`src/rtl/racetrack_shift_ctrl_pkg.sv`:
```
// Shared definitions for the racetrack shift-port controller: FSM state
// encoding and the default pulse/gap timing also used by the LiM FSM.
package racetrack_shift_ctrl_pkg;

  typedef enum logic [2:0] {
    IDLE  = 3'd0,
    LOAD  = 3'd1,
    PULSE = 3'd2,
    GAP   = 3'd3,
    DONE  = 3'd4
  } shift_state_e;

  localparam int SHIFT_PULSE_CYCLES = 2;
  localparam int SHIFT_GAP_CYCLES   = 1;

  // Width of the pulse/gap timer; comfortably covers any practical setting.
  localparam int SHIFT_TIMER_WIDTH  = 8;

endpackage

```
`src/rtl/racetrack_shift_ctrl_pulse_timer.sv`:
```
// Loadable down-counter used to time the high (PULSE) and low (GAP)
// portions of each shift pulse. Counts down to zero and parks there.
module racetrack_pulse_timer #(
  parameter int WIDTH = 8
) (
  input  logic             clk_i,
  input  logic             rst_i,
  input  logic             load_i,
  input  logic [WIDTH-1:0] load_val_i,
  output logic             zero_o
);

  logic [WIDTH-1:0] cnt;

  // Load takes priority; otherwise decrement until zero.
  always_ff @(posedge clk_i) begin
    if (rst_i) begin
      cnt <= '0;
    end else if (load_i) begin
      cnt <= load_val_i;
    end else if (cnt != '0) begin
      cnt <= cnt - WIDTH'(1);
    end
  end

  assign zero_o = (cnt == '0);

endmodule

```
`src/rtl/racetrack_shift_ctrl.sv`:
```
// Shift-port controller between the LiM memory control FSM and the
// racetrack array. Turns the set/reset phase enables into a train of
// timed shift pulses, tracks the head offset, and reports completion.
//
// Handshake: an enable (shift_en_s_i or shift_en_r_i) is a level request
// that the FSM holds until it sees the matching done; done stays high
// until the owning enable drops, and dropping the enable early aborts
// the shift (a partially driven pulse does not count toward track_pos_o).
module racetrack_shift_ctrl
  import racetrack_shift_ctrl_pkg::*;
#(
  parameter int ADDR_WIDTH   = 32,
  parameter int CNT_WIDTH    = 10,
  parameter int POS_LSB      = 2,
  parameter int PULSE_CYCLES = SHIFT_PULSE_CYCLES,
  parameter int GAP_CYCLES   = SHIFT_GAP_CYCLES
) (
  input  logic                  clk_i,
  input  logic                  rst_i,
  input  logic [ADDR_WIDTH-1:0] addr_i,
  input  logic                  shift_en_s_i,
  input  logic                  shift_en_r_i,
  input  logic                  source_shift_sel_i,
  output logic                  shift_pulse_o,
  output logic                  shift_dir_o,
  output logic                  shift_done_s_o,
  output logic                  shift_done_r_o,
  output logic [CNT_WIDTH-1:0]  track_pos_o,
  output logic                  busy_o
);

  localparam logic [SHIFT_TIMER_WIDTH-1:0] PULSE_LOAD =
    SHIFT_TIMER_WIDTH'(PULSE_CYCLES - 1);
  localparam logic [SHIFT_TIMER_WIDTH-1:0] GAP_LOAD =
    (GAP_CYCLES > 0) ? SHIFT_TIMER_WIDTH'(GAP_CYCLES - 1) : '0;

  shift_state_e                 state;
  logic [CNT_WIDTH-1:0]         cnt;
  logic [CNT_WIDTH-1:0]         pos;
  logic                         owner_en;
  logic                         timer_load;
  logic [SHIFT_TIMER_WIDTH-1:0] timer_load_val;
  logic                         timer_zero;
  logic                         unused_addr;

  assign pos         = addr_i[POS_LSB +: CNT_WIDTH];
  assign unused_addr = ^addr_i;

  // The phase that started the shift owns it; the other enable is ignored.
  assign owner_en = shift_dir_o ? shift_en_s_i : shift_en_r_i;

  // Reload the timer on entry to PULSE and at the end of each PULSE/GAP.
  always_comb begin
    timer_load     = 1'b0;
    timer_load_val = PULSE_LOAD;
    case (state)
      LOAD:  timer_load = 1'b1;
      PULSE: begin
        timer_load     = timer_zero;
        timer_load_val = (GAP_CYCLES > 0) ? GAP_LOAD : PULSE_LOAD;
      end
      GAP:   timer_load = timer_zero;
      default: ;
    endcase
  end

  racetrack_pulse_timer #(
    .WIDTH (SHIFT_TIMER_WIDTH)
  ) u_timer (
    .clk_i      (clk_i),
    .rst_i      (rst_i),
    .load_i     (timer_load),
    .load_val_i (timer_load_val),
    .zero_o     (timer_zero)
  );

  // Main FSM with shift counter, track position and registered outputs.
  always_ff @(posedge clk_i) begin
    if (rst_i) begin
      state          <= IDLE;
      cnt            <= '0;
      track_pos_o    <= '0;
      shift_pulse_o  <= 1'b0;
      shift_dir_o    <= 1'b1;
      shift_done_s_o <= 1'b0;
      shift_done_r_o <= 1'b0;
      busy_o         <= 1'b0;
    end else begin
      case (state)
        IDLE: begin
          if (shift_en_s_i) begin
            state       <= LOAD;
            cnt         <= pos;
            shift_dir_o <= 1'b1;
            busy_o      <= 1'b1;
          end else if (shift_en_r_i) begin
            state       <= LOAD;
            cnt         <= source_shift_sel_i ? track_pos_o : pos;
            shift_dir_o <= 1'b0;
            busy_o      <= 1'b1;
          end
        end
        LOAD: begin
          if (!owner_en) begin
            state  <= IDLE;
            busy_o <= 1'b0;
          end else if (cnt == '0) begin
            state          <= DONE;
            shift_done_s_o <= shift_dir_o;
            shift_done_r_o <= !shift_dir_o;
          end else begin
            state         <= PULSE;
            shift_pulse_o <= 1'b1;
          end
        end
        PULSE: begin
          if (!owner_en) begin
            state         <= IDLE;
            shift_pulse_o <= 1'b0;
            busy_o        <= 1'b0;
          end else if (timer_zero) begin
            cnt         <= cnt - CNT_WIDTH'(1);
            track_pos_o <= shift_dir_o ? track_pos_o + CNT_WIDTH'(1)
                                       : track_pos_o - CNT_WIDTH'(1);
            if (cnt == CNT_WIDTH'(1)) begin
              state          <= DONE;
              shift_pulse_o  <= 1'b0;
              shift_done_s_o <= shift_dir_o;
              shift_done_r_o <= !shift_dir_o;
            end else if (GAP_CYCLES == 0) begin
              state <= PULSE;
            end else begin
              state         <= GAP;
              shift_pulse_o <= 1'b0;
            end
          end
        end
        GAP: begin
          if (!owner_en) begin
            state  <= IDLE;
            busy_o <= 1'b0;
          end else if (timer_zero) begin
            state         <= PULSE;
            shift_pulse_o <= 1'b1;
          end
        end
        DONE: begin
          if (!owner_en) begin
            state          <= IDLE;
            shift_done_s_o <= 1'b0;
            shift_done_r_o <= 1'b0;
            busy_o         <= 1'b0;
          end
        end
        default: begin
          state          <= IDLE;
          shift_pulse_o  <= 1'b0;
          shift_done_s_o <= 1'b0;
          shift_done_r_o <= 1'b0;
          busy_o         <= 1'b0;
        end
      endcase
    end
  end

endmodule

```
`config.mk`:
```
export PLATFORM = sky130hd
export DESIGN_NAME = racetrack_shift_ctrl
export DESIGN_NICKNAME = d
export VERILOG_FILES = /design/src/rtl/racetrack_shift_ctrl_pkg.sv /design/src/rtl/racetrack_shift_ctrl_pulse_timer.sv /design/src/rtl/racetrack_shift_ctrl.sv
export SDC_FILE = /design/constraint.sdc
export NUM_CORES = 1
export LEC_CHECK = 0
export BUFFER_PORTS_ARGS = -buffer_cell sky130_fd_sc_hd__buf_2
export CAP_MARGIN = 40
export CORE_MARGIN = 2
export CORE_UTILIZATION = 57
export CTS_BUF_LIST = sky130_fd_sc_hd__clkbuf_2
export DETAILED_ROUTE_END_ITERATION = 7
export PLACE_DENSITY_LB_ADDON = 0.05
export RECOVER_POWER = 50
export SLEW_MARGIN = 15
export SYNTH_ARGS = -nofsm -noshare
export SYNTH_HDL_FRONTEND = slang
export SYNTH_SLANG_ARGS = --single-unit
export TNS_END_PERCENT = 20
```
`constraint.sdc`:
```
create_clock -name clk_i -period 2.9 [get_ports clk_i]
set_clock_uncertainty 0.05 [all_clocks]
set_input_delay 0.145 -clock clk_i [delete_from_list [all_inputs] [get_ports clk_i]]
set_output_delay 0.145 -clock clk_i [all_outputs]
set_load 0.01 [all_outputs]
```
==> flow_summary.toml <==
[route]
drtAntennaViolNets = 0
drc = 0
via_count = 2481
first_pass_iters = 4
vias_per_cell = 6.25
avgRoutedWirePerCell_um = 15.3
totalWireLength_mm = 6.08
drt-initial-drc-count = 215

[place]
port_buffers = 29
dp_hpwl_mm = 4.30
gp_congestion = 0.869
pre_cts_ws_ns = 0.570

[critical_path]
path_buf_inv = 1
r2r_start = "shift_dir_o$_SDFFE_PP1P_"
crit_arrival_ns = 2.71
crit_fanout = 11
crit_path_start_kind = "flip-flop"
path_common_cell = "and3_1"
critPathTopFamily = "simple AND/OR/NAND/NOR gates"
cpMaxStageDelayCell = "mux2_1"
cp_cell_sequence = "clkbuf_1 > mux2_1 > and4_1 > and3_1 > and3_1 > a311o_1"
r2r_cells = 6
rrSetupSlack_ns = 0.45
crit_type = "reg -> reg"
crit_start = "shift_dir_o$_SDFFE_PP1P_"
r2r_end = "track_pos_o[8]$_SDFFE_PP0P_"
crit_required_ns = 3.16
critical-path-max-stage-delay_ns = 0.46
endpoint_kind = "flip-flop"

[logic_synthesis]
syn_nets = 371
synth_edf_count = 0
ys.flop_type = "dfxtp_1"
synth_area_mm2 = 0.00246
synthArstFlopShare_pct = 0
yosysWarnings = 0
yosys_register_bits = 36
synth-seq-area-share_pct = 29.3
netlist_instances = 321
syn_avg_cell_area_um2 = 7.66
yosysUniqueCellTypes = 58

[grt]
grt_pass1_vias = 2173
antenna_found_initial = 0
grtUsageMet2_pct = 40.4
grt_use_met1_pct = 35.8
grt_pass1_wl_mm = 10.3
grt.busiest_layer = "met2"
grt-ovfl-total = 0
grt_use_met3_pct = 4.36
grt_max_degree = 36
grtUsageTotal_pct = 25.8

[final_layout]
layout_commonest_cell = "dfxtp_1"
n_antenna_cell = 0
fillCellCount = 375
drive_above_1_share_pct = 8.93
syn_to_final_growth_pct = 8.55
fin_nets = 397
final_cell_mix = "dfxtp_1, nor2_1, a21oi_1"
fin_util_pct = 65.3

[die]
initial_core_util_pct = 60.2
rows = 23
core_area_mm2 = 0.00409
dieArea_mm2 = 0.00485
dieHeight_um = 69.7
io_pins = 52
fp.dieW_um = 69.7

[worst_hold_path]
whs_endpoint = "cnt[1]$_SDFFE_PP0P_"
worst_hold_path.num_cells = 5
hold_start = "addr_i[3]"
min_path_type = "in -> reg"

[clock_tree]
insertion_delay_ns = 0.39
cts_buffer_depth = 2
cts.sinks = 36
cts-root-buf = "clkbuf_2"
path_clk_slew_ns = 0.19
cts_buffers = 5
cts_tree = "built"
cts_max_level = 2
postCtsSetupBuffers = 0

[timing]
fin_crit_sh_pct = 84.3
holdWs_ns = 0.140
slew_headroom_pct = 56.4
fmax_mhz = 409
drv_slew = 0
setup_viol = 0
min_period_ns = 2.45
worstMarginPinSlew_ns = 0.654
tns_ns = 0
rsz0062_at_grt = "false"
hold_violations = 0
setup_ws_ns = 0.454

[job]
max_cap_violations = 0

[power]
leakage_nw = 1.08
power_density_mw_per_mm2 = 667
ir_drop_uv = 280
total_power_mw = 1.78

[status]
status = "finished, final reports clean"
[synth_stat cells, types with 3 or more instances]
cell type,count,area (um2)
or3_1,3,18.8
and3_1,5,31.3
a211o_1,3,26.3
o21a_1,4,30.0
o211ai_1,4,30.0
clkbuf_1,13,48.8
nor4_1,7,43.8
a21oi_1,28,140
or4_1,3,22.5
nor2b_1,5,31.3
inv_1,13,48.8
nand3_1,10,50.1
ha_1,12,150
dfxtp_1,36,721
mux2i_1,13,130
nor2_1,32,120
o21ai_0,23,115
nand2b_1,6,37.5
nand2_1,24,90.1
a31oi_1,3,18.8
nand4_1,5,31.3
a211oi_1,4,30.0
nor3_1,17,85.1
[logic make-up after synthesis]
kind of cell,after synthesis,share of synthesized area (%)
AO/OA/AOI/OAI,97,25.6
XOR/XNOR,3,1.07
adder cells (fa/ha/maj),13,6.92
buffers and inverters,31,5.14
flip-flops,36,29.3
multiplexers,14,5.75
AND/OR/NAND/NOR,127,26.2
[sequential cells by signal (all words and copies together) (netlist names)]
register	cells
shift_done_s_o	1
u_timer.cnt	8
shift_dir_o	1
state	3
shift_done_r_o	1
track_pos_o	10
busy_o	1
shift_pulse_o	1
cnt	10
[where the power goes]
group          switching, mW  leakage (nW)  internal [mW]
sequential            0.0994         0.294          0.584
clock                  0.169        0.0288         0.0575
combinational          0.526         0.753          0.344
total                  0.794          1.08          0.986
[timing repair]
action                                  4_1_cts  5_1_grt
endpoints found under the hold margin         1        1
endpoints found under the setup margin        0        0
gates resized for setup                       0        0
hold buffers                                  1        1
[routing by layer]
metal,part of all wire (%),vias to the layer above
met5,0,-
met4,1.1,0
met3,5.6,9
met2,47,74
met1,46,1153
li1,-,1245
[worst max-delay path by stage]
stage	endpoint	slack [ns]	cells after the start
6_report	track_pos_o[8]$_SDFFE_PP0P_	0.45	6
4_1_cts	track_pos_o[9]$_SDFFE_PP0P_	0.55	7
5_1_grt	cnt[7]$_SDFFE_PP0P_	0.26	6
3_5_place_dp	track_pos_o[9]$_SDFFE_PP0P_	0.57	7
3_3_place_gp	track_pos_o[9]$_SDFFE_PP0P_	0.61	7
2_1_floorplan	track_pos_o[9]$_SDFFE_PP0P_	0.29	9
[worst register-to-register path, delay by kind of cell (launching register included)]
| kind | cells | cell delay (ns) |
|---|---|---|
| multiplexers | 1 | 0.46 |
| AO/OA/AOI/OAI | 1 | 0.26 |
| AND/OR/NAND/NOR | 3 | 0.84 |
| flip-flops | 1 | 0.37 |
| buffers and inverters | 1 | 0.40 |
[final cells by class]
class	count	area (um2)	area share, %
Multi-Input combinational cell	254	1620	60.6
Sequential cell	36	721	27.0
Timing Repair Buffer	37	185	6.94
Tap cell	50	62.6	2.34
Inverter	13	48.8	1.83
Clock buffer	6	30.0	1.13
Clock inverter	1	5.00	0.188
[through the flow]
step	std cells	instance area, um2
6_report	397	2670
5_1_grt	397	2670
4_1_cts	396	2680
3_5_place_dp	388	2640
3_3_place_gp	388	2640
2_1_floorplan	321	2460
No activity file was read; power rests on OpenSTA's default activity.
